--- src/rtl/lpc_stream_write_master.sv ---
// Sample-stream sink: buffers decoded LPC samples and writes them as consecutive
// 16-bit words over an Avalon-MM write master, one armed transfer at a time.
module lpc_stream_write_master #(
  parameter int FIFO_DEPTH = 16,
  parameter int ADDR_W     = 32
) (
  input  logic              clk,
  input  logic              reset,
  input  logic [15:0]       d_in,
  input  logic              v,
  input  logic              d_in_clk,
  input  logic              start,
  input  logic [ADDR_W-1:0] base_addr,
  input  logic [31:0]       length,
  output logic              busy,
  output logic              done,
  output logic              overflow,
  output logic [ADDR_W-1:0] avm_address,
  output logic              avm_write,
  output logic [15:0]       avm_writedata,
  output logic [1:0]        avm_byteenable,
  input  logic              avm_waitrequest
);

  localparam int PTR_W = $clog2(FIFO_DEPTH);

  typedef enum logic [1:0] {S_IDLE, S_RUN, S_DRAIN, S_DONE} state_t;

  state_t             r_state, w_state_next;
  logic [15:0]        r_mem [FIFO_DEPTH];
  logic [PTR_W-1:0]   r_wr_ptr, r_rd_ptr;
  logic [PTR_W:0]     r_count;
  logic [31:0]        r_accept_cnt;
  logic               r_overflow;
  logic               r_avm_write;
  logic [ADDR_W-1:0]  r_avm_address;
  logic [15:0]        r_avm_writedata;

  logic               w_arm, w_active, w_complete, w_load, w_fifo_empty;
  logic               w_strobe, w_room, w_keep, w_drop, w_take_fifo, w_bypass, w_push;
  logic [PTR_W:0]     w_occ;

  assign w_arm        = (r_state == S_IDLE) && start;
  assign w_active     = (r_state == S_RUN) || (r_state == S_DRAIN);
  assign w_complete   = r_avm_write && !avm_waitrequest;
  assign w_load       = w_active && (!r_avm_write || w_complete);
  assign w_fifo_empty = (r_count == '0);
  assign w_strobe     = (r_state == S_RUN) && d_in_clk && v;

  // The word on the bus still occupies a slot until its write completes, so a
  // completing write frees room for a sample arriving in the same cycle.
  assign w_occ       = r_count + (PTR_W + 1)'(r_avm_write);
  assign w_room      = (w_occ < (PTR_W + 1)'(FIFO_DEPTH)) || w_complete;
  assign w_keep      = w_strobe && w_room;
  assign w_drop      = w_strobe && !w_room;
  assign w_take_fifo = w_load && !w_fifo_empty;
  assign w_bypass    = w_load && w_fifo_empty && w_keep;
  assign w_push      = w_keep && !w_bypass;

  always_ff @(posedge clk) begin
    if (w_push) r_mem[r_wr_ptr] <= d_in;
  end

  always_ff @(posedge clk) begin
    if (reset) begin
      r_state <= S_IDLE;
    end else begin
      r_state <= w_state_next;
    end
  end

  always_comb begin
    w_state_next = r_state;
    case (r_state)
      S_IDLE:  if (start) w_state_next = (length == 32'd0) ? S_DONE : S_RUN;
      S_RUN:   if (w_strobe && (r_accept_cnt == 32'd1)) w_state_next = S_DRAIN;
      S_DRAIN: if (w_fifo_empty && !r_avm_write) w_state_next = S_DONE;
      S_DONE:  w_state_next = S_IDLE;
      default: w_state_next = S_IDLE;
    endcase
  end

  always_ff @(posedge clk) begin
    if (reset) begin
      r_wr_ptr     <= '0;
      r_rd_ptr     <= '0;
      r_count      <= '0;
      r_accept_cnt <= '0;
      r_overflow   <= 1'b0;
    end else if (w_arm) begin
      r_wr_ptr     <= '0;
      r_rd_ptr     <= '0;
      r_count      <= '0;
      r_accept_cnt <= length;
      r_overflow   <= 1'b0;
    end else begin
      if (w_push)      r_wr_ptr <= r_wr_ptr + PTR_W'(1);
      if (w_take_fifo) r_rd_ptr <= r_rd_ptr + PTR_W'(1);
      case ({w_push, w_take_fifo})
        2'b10:   r_count <= r_count + (PTR_W + 1)'(1);
        2'b01:   r_count <= r_count - (PTR_W + 1)'(1);
        default: r_count <= r_count;
      endcase
      if (w_strobe) r_accept_cnt <= r_accept_cnt - 32'd1;
      if (w_drop)   r_overflow   <= 1'b1;
    end
  end

  // A sample arriving while nothing is queued goes straight to the bus register.
  always_ff @(posedge clk) begin
    if (reset) begin
      r_avm_write     <= 1'b0;
      r_avm_address   <= '0;
      r_avm_writedata <= '0;
    end else begin
      if (w_arm) begin
        r_avm_address <= base_addr;
      end else if (w_complete) begin
        r_avm_address <= r_avm_address + ADDR_W'(2);
      end
      if (w_take_fifo) begin
        r_avm_writedata <= r_mem[r_rd_ptr];
        r_avm_write     <= 1'b1;
      end else if (w_bypass) begin
        r_avm_writedata <= d_in;
        r_avm_write     <= 1'b1;
      end else if (w_complete) begin
        r_avm_write     <= 1'b0;
      end
    end
  end

  assign busy           = (r_state != S_IDLE);
  assign done           = (r_state == S_DONE);
  assign overflow       = r_overflow;
  assign avm_address    = r_avm_address;
  assign avm_write      = r_avm_write;
  assign avm_writedata  = r_avm_writedata;
  assign avm_byteenable = 2'b11;

endmodule

--- config.mk ---
export PLATFORM = sky130hd
export DESIGN_NAME = lpc_stream_write_master
export DESIGN_NICKNAME = d
export VERILOG_FILES = /design/src/rtl/lpc_stream_write_master.sv
export SDC_FILE = /design/constraint.sdc
export NUM_CORES = 1
export LEC_CHECK = 0
export BUFFER_PORTS_ARGS = -buffer_cell sky130_fd_sc_hd__buf_2
export CAP_MARGIN = 40
export CORE_ASPECT_RATIO = 2
export CORE_UTILIZATION = 59
export CTS_CLUSTER_DIAMETER = 50
export DETAILED_ROUTE_END_ITERATION = 7
export PLACE_DENSITY_LB_ADDON = 0.15
export SKIP_CTS_REPAIR_TIMING = 1
export SLEW_MARGIN = 20
export SYNTH_ARGS = -nofsm -noshare
export SYNTH_HDL_FRONTEND = slang
export SYNTH_SLANG_ARGS = --single-unit
--- constraint.sdc ---
create_clock -name clk -period 4.27 [get_ports clk]
set_input_delay 0.6405 -clock clk [delete_from_list [all_inputs] [get_ports clk]]
set_output_delay 0.6405 -clock clk [all_outputs]
set_load 0.005 [all_outputs]
* Yosys cells after proc, flatten, opt, wreduce, memory -nomap -nowiden
Memory sizes are Yosys's and may differ from the RTL's. A register that Yosys moved wholly into a read port is not among the register bits.
Index checks and enable logic that the tools add are counted.
** Storage, ports and cells
- Register bits :: 97
- Bits in latches :: 0
- Bits in writable memories :: 256
- Memory bits (read-only) :: 0
- Input bits :: 86
- Logic and storage cells :: 78
- Memories :: 1
** Operators by class
- Add/subtract/negate cells :: 7
- Multiply operators :: 0
- Div/mod/pow operators :: 0
- Magnitude comparators :: 1
- Equality and inequality tests :: 9
- Shifts and indexed selects :: 0
- Mux-type cells :: 19
- Bitwise logic cells :: 0
- Reductions and logical operators :: 32
** Memory list
- r_mem :: depth 16, width 16, rd ports 1, clocked after memory_dff 1, write ports 1, line 30 : logic [15:0] r_mem [FIFO_DEPTH];
** Operators with widths (count)
- two-way mux 32 bit :: 4
- adder 32 x 2 -> 32 bit, second input constant :: 1
- equality test 32 x 1 -> 1 bit, second input constant :: 1
- logical NOT 32 bit :: 1
- two-way mux 16 bit :: 2
- subtractor 32 x 1 -> 32 bit, second input constant :: 1
- logical AND 1 bit :: 13
- one-hot mux 5 bit (2 select lines) :: 1
- nonzero test 2 bit :: 5
- adder 4 x 1 -> 4 bit, second input constant :: 2
- two-way mux 2 bit :: 4
- two-way mux 4 bit :: 2
- one-hot mux 2 bit (4 select lines) :: 1
- equality test 2 bit, second input constant :: 3
- adder 5 x 1 -> 5 bit :: 1
- adder 5 x 1 -> 5 bit, second input constant :: 1
- logical NOT 1 bit :: 5
- logical NOT 5 bit :: 1
- less-than comparator 5 bit, second input constant :: 1
- two-way mux 1 bit :: 5
- subtractor 5 x 1 -> 5 bit, second input constant :: 1
- equality test 2 x 1 -> 1 bit, second input constant :: 2
- inequality test 2 x 1 -> 1 bit, second input constant :: 2
- logical OR 1 bit :: 3
- other kinds (5) :: 5

* Depth between registers and ports, before layout
- Depth in word-level cells :: 10
- Mapped depth :: 16

* Worst setup path before layout
OpenSTA, ideal clock, no wires.
- Path kind :: flip-flop to flip-flop
- From :: register r_count[1]
- To :: register r_count[3]
- Arrival time :: 3.205 ns
- Setup slack :: 0.995 ns
- Stages on the path, launching flop included :: 14
- Buffers on the path :: 2
- Path through :: dfxtp_1 buf_2 or4_4 or2_4 o21ai_1 nor2_1 clkbuf_2 inv_1 ha_1 or3b_2 a21boi_0 nor3_1 or3b_2 a21oi_1
** On the way
- Longest elaborated chain between the ends :: 9
- Elaborated cells on any way between the ends :: 17
- Those cells by class :: add/sub (3); order compare (1); eq/ne (2); mux (1); reduce/logical (10)
** Ends and longest elaborated chain
- start, declared :: line 32 : logic [PTR_W:0] r_count;
- start signal, assigned :: line 100 : 2'b10: r_count <= r_count + (PTR_W + 1)'(1);
- start signal, assigned :: line 101 : 2'b01: r_count <= r_count - (PTR_W + 1)'(1);
- start signal, assigned :: line 102 : default: r_count <= r_count;
- adder 5 x 1 -> 5 bit :: line 52 : assign w_occ = r_count + (PTR_W + 1)'(r_avm_write);
- less-than comparator 5 bit :: line 53 : assign w_room = (w_occ < (PTR_W + 1)'(FIFO_DEPTH)) || w_complete;
- logical OR 1 bit :: line 53
- logical AND 1 bit :: line 54 : assign w_keep = w_strobe && w_room;
- logical AND 1 bit :: line 57 : assign w_bypass = w_load && w_fifo_empty && w_keep;
- logical NOT 1 bit :: line 58 : assign w_push = w_keep && !w_bypass;
- logical AND 1 bit :: line 58
- equality test 2 x 1 -> 1 bit or equality test 2 bit (tied branches) :: line 99 : case ({w_push, w_take_fifo})
- one-hot mux 5 bit (2 select lines) or nonzero test 2 bit (tied branches)
Parallel ways exist; a longest one is shown, timed or not.
A chain may end at the register's enable or synchronous reset.

* Worst setup path in the final report
- From :: register r_state[0]
- To :: register r_count[3]
** On the way
- Elaborated cells on any way between the ends :: 19
- Those cells by class :: eq/ne (4); mux (1); reduce/logical (14)
** RTL lines
- start, declared :: line 29 : state_t r_state, w_state_next;
- start signal, assigned :: line 68 : r_state <= w_state_next;
- equality test 2 x 1 -> 1 bit or equality test 2 bit (tied branches) :: line 44 : assign w_active = (r_state == S_RUN) || (r_state == S_DRAIN);
- logical OR 1 bit * :: line 44
- logical AND 1 bit * :: line 46 : assign w_load = w_active && (!r_avm_write || w_complete);
- logical AND 1 bit * :: line 56 : assign w_take_fifo = w_load && !w_fifo_empty;
- via w_take_fifo :: line 40 : logic w_strobe, w_room, w_keep, w_drop, w_take_fifo, w_bypass, w_push;
- equality test 2 x 1 -> 1 bit or equality test 2 bit (tied branches) :: line 99
- one-hot mux 5 bit (2 select lines) or nonzero test 2 bit (tied branches)
The timed path passes the listed nets; every way through them passes the cells marked *.

==> impl_results.md <==
- Multiplexer share of the synthesized area: 11.2%
- Synth top cells by count: 256 x edfxtp_1, 101 x dfxtp_1, 96 x nor2_1
- HP Class: in2reg
- Synth Area in XOR/XNOR: 3.47%
- Detailed Route WL: 35000 um
- Crit path launch type: flop
- CP Capture Type: flop
- CTS root buffer: clkbuf_16
- Highest metal used: met4
- Cts bufs inserted: 31
- Yosys warns: 0
- Non-filler instance count after layout: ~1500
- Layout cell share with drive strength beyond 1: 27.3%
- Skew final: 8.71 ps
- Count leader, synth: edfxtp_1
- DP Worst Slack: 747 ps
- Max-cap violations: 0
- Area contributors post-synth: edfxtp_1 51%, dfxtp_1 13%, mux4_2 11%
- Syn Inst Count: 1017
- CP peak stage delay: 460 ps
- Met2 wire len: 19500 um
- Post-route cell area: 17300 sq um
- Gr usage total: 27.5%
- VDD IR max: ~0.37 mV
- Worst-Margin Slew: 774 ps
- IO Pins: 140
- Number of synthesized flops with an enable pin: around 260
- RSZ-0062 raised after global routing: false
- TritonCTS clock tree: yes
- Fin Setup TNS: 0 ps
- Routed len/inst: 23.0 um
- Vias/cell: ~6.1
- Compound-cell area share of the yosys netlist: 6.81%
- Cell Rows: 82
- Die ar.: 26300 sq um
- Core ar.: 25100 sq um
- Synth Register Bits: 357
- Register area share after synthesis: between 60% and 70%
- Met1 WL: 12300 um
- Die W: 115 um
- Reg clk slew, reported paths: 70 ps
- Clock buffer depth: 3
- Vias in the first global route: 9480
- CP cell instances: inv_1 > ha_1 > a21boi_0 > nand2_1 > buf_4 > inv_1 > ha_1 > or3b_2 > a21boi_0 > nor3_1 > or3b_2 > a21oi_1
- Cell Area, Synth: 15100 sq um
- Netlist cell types: 68
- Post-route ant nets: 0
- Synth area leader: edfxtp_1
- Ant diodes: 0
- Setup Crit Path Kind: reg2reg
- Routed via count: 9317
- Iter 0 DRT Violations: 688
- Largest family of logic cells by synthesized area: multiplexers
- Fillers: 1750
- Synth Area in Adders: 1.41%
- Synth top area share: around 51%
- First-pass GRT wire length: 53000 um
- Initial core utilization: 60.2%
- Most used DFF post-synth: edfxtp_1
- H-tree depth: 1
- Layout area overhead: 14.4%
- Grt ovf: 0
- Area after DPL: 16300 sq um
- Placer Congestion: 0.823
- Post-Synth Simple-Gate Area: 10.9%
- Worst path slowest cell: or3b_2
- Post-route setup slack: approximately 710 ps
- Worst Path Max Fanout: 12
- Syn Area/Cell: 14.9 sq um
- Bufs and invs on worst path: 3
- DR pass1 iterations: 5
- Clock latency at the later pin of the worst-skew pair: 570 ps
- WP data required: around 4800 ps
- Total power: just over 8 mW
- Final Setup Violations: 0
- Final worst path period share: 83.5%
- Antenna violations before repair: 0
- Tmin final: around 3600 ps
- Family with the most delay on the worst path: simple AND/OR/NAND/NOR gates
- Pwr per Cell Area: roughly 480 nW/um^2
- Placed cells: approximately 1500
- Max-slew violation count: 0
- Slew margin rel.: 48.4%
- Largest net degree at the start of global routing: 59
- Layout Nets: 1264
- Final hold vios: 0
- Met3 wire length: 1670 um
- Port-buffer cells: 137
- Die Y: 228 um
- Asr flop ratio synth: 0%
- Highest Clock Rate: 0.281 GHz
- Status: finished clean
- HPWL Detailed: 23500 um
- Worst path arrival time: a little over 4000 ps
- # DRC: 0
- P_leak: 5.79 nW
- TritonCTS Sinks: 357
==> report_power, final <==
group	internal, mW	switching (mW)
logic	0.577	0.798
registers	3.92	0.247
clock network	1.47	1.25
==> cell usage in the layout (no fill, tap or decap), types with 17 or more instances in the layout <==
| cell type | netlist | final |
|---|---|---|
| edfxtp_1 | 256 | 256 |
| or3_1 | 17 | 17 |
| mux4_2 | 74 | 74 |
| ha_1 | 17 | 17 |
| buf_4 | 3 | 17 |
| nor3_1 | 24 | 23 |
| buf_2 | 13 | 136 |
| nand3_1 | 19 | 19 |
| dfxtp_1 | 101 | 99 |
| nand2_1 | 33 | 32 |
| xnor2_1 | 45 | 45 |
| nor4_1 | 19 | 19 |
| and3_1 | 18 | 18 |
| a211oi_1 | 54 | 54 |
| clkbuf_16 | 0 | 31 |
| a21oi_1 | 19 | 19 |
| nor2_1 | 96 | 96 |
==> flip-flops by register name, summed over array words and instances (netlist names), named ones only <==
signal         count
avm_address       32
r_accept_cnt      32
r_wr_ptr           4
overflow           1
r_state            2
r_count            5
avm_writedata     16
r_rd_ptr           4
avm_write          1
r_mem            256
==> cell type report <==
class                      count  area (sq um)  area share (%)
inverter                      16          60.1           0.347
clock inverter                21           164           0.946
timing repair buffer         165          1010            5.84
tap                          336           420            2.43
sequential                   357          9710            56.1
multi-input combinational    590          5140            29.7
clock buffer                  36           805            4.65
==> stage by stage <==
stage | util (%) | hold WS [ps]
global placement | 64.4 | 440
floorplan | - | 453
global route | 68.9 | 317
finish | 68.9 | 314
detailed placement | 65.0 | 452
CTS | 68.9 | 296
==> worst paths after layout <==
path / start / endpoint / slack, ps / cells past startpoint
worst max-delay path: r_state[0]$_SDFFE_PP0P_ / r_count[3]$_SDFFE_PP0P_ / 710 / 12
worst min register to register: avm_address[0]$_SDFFE_PP0P_ / avm_address[0]$_SDFFE_PP0P_ / 460 / 2
worst min-delay path: base_addr[0] / avm_address[0]$_SDFFE_PP0P_ / 310 / 3
worst max register to register: r_state[0]$_SDFFE_PP0P_ / r_count[3]$_SDFFE_PP0P_ / 710 / 12
==> worst register-to-register path, stage by stage (launching register included) <==
cell and delay [ps]:
dfxtp_1 390, inv_1 100, ha_1 320, a21boi_0 430, nand2_1 120, buf_4 210
inv_1 200, ha_1 360, or3b_2 460, a21boi_0 220, nor3_1 70, or3b_2 440
a21oi_1 160
==> routing by layer <==
metal,up-vias,GRT usage [%]
met1,4609,30.4
li1,4281,-
met2,338,51.1
met5,-,0
met3,89,3.18
met4,0,12.9
==> logic make-up (layout without fill, tap and decap cells) <==
logic type	after synthesis	in the layout
AOI/OAI and AO/OA	143	143
xor gates and xnor gates	60	60
adders and majority gates	17	17
buffers and inverters	71	238
DFF	357	357
muxes	77	77
other	1	2
and+or+nand+nor	291	291
Note: power is estimated with default switching activity, not from simulation.
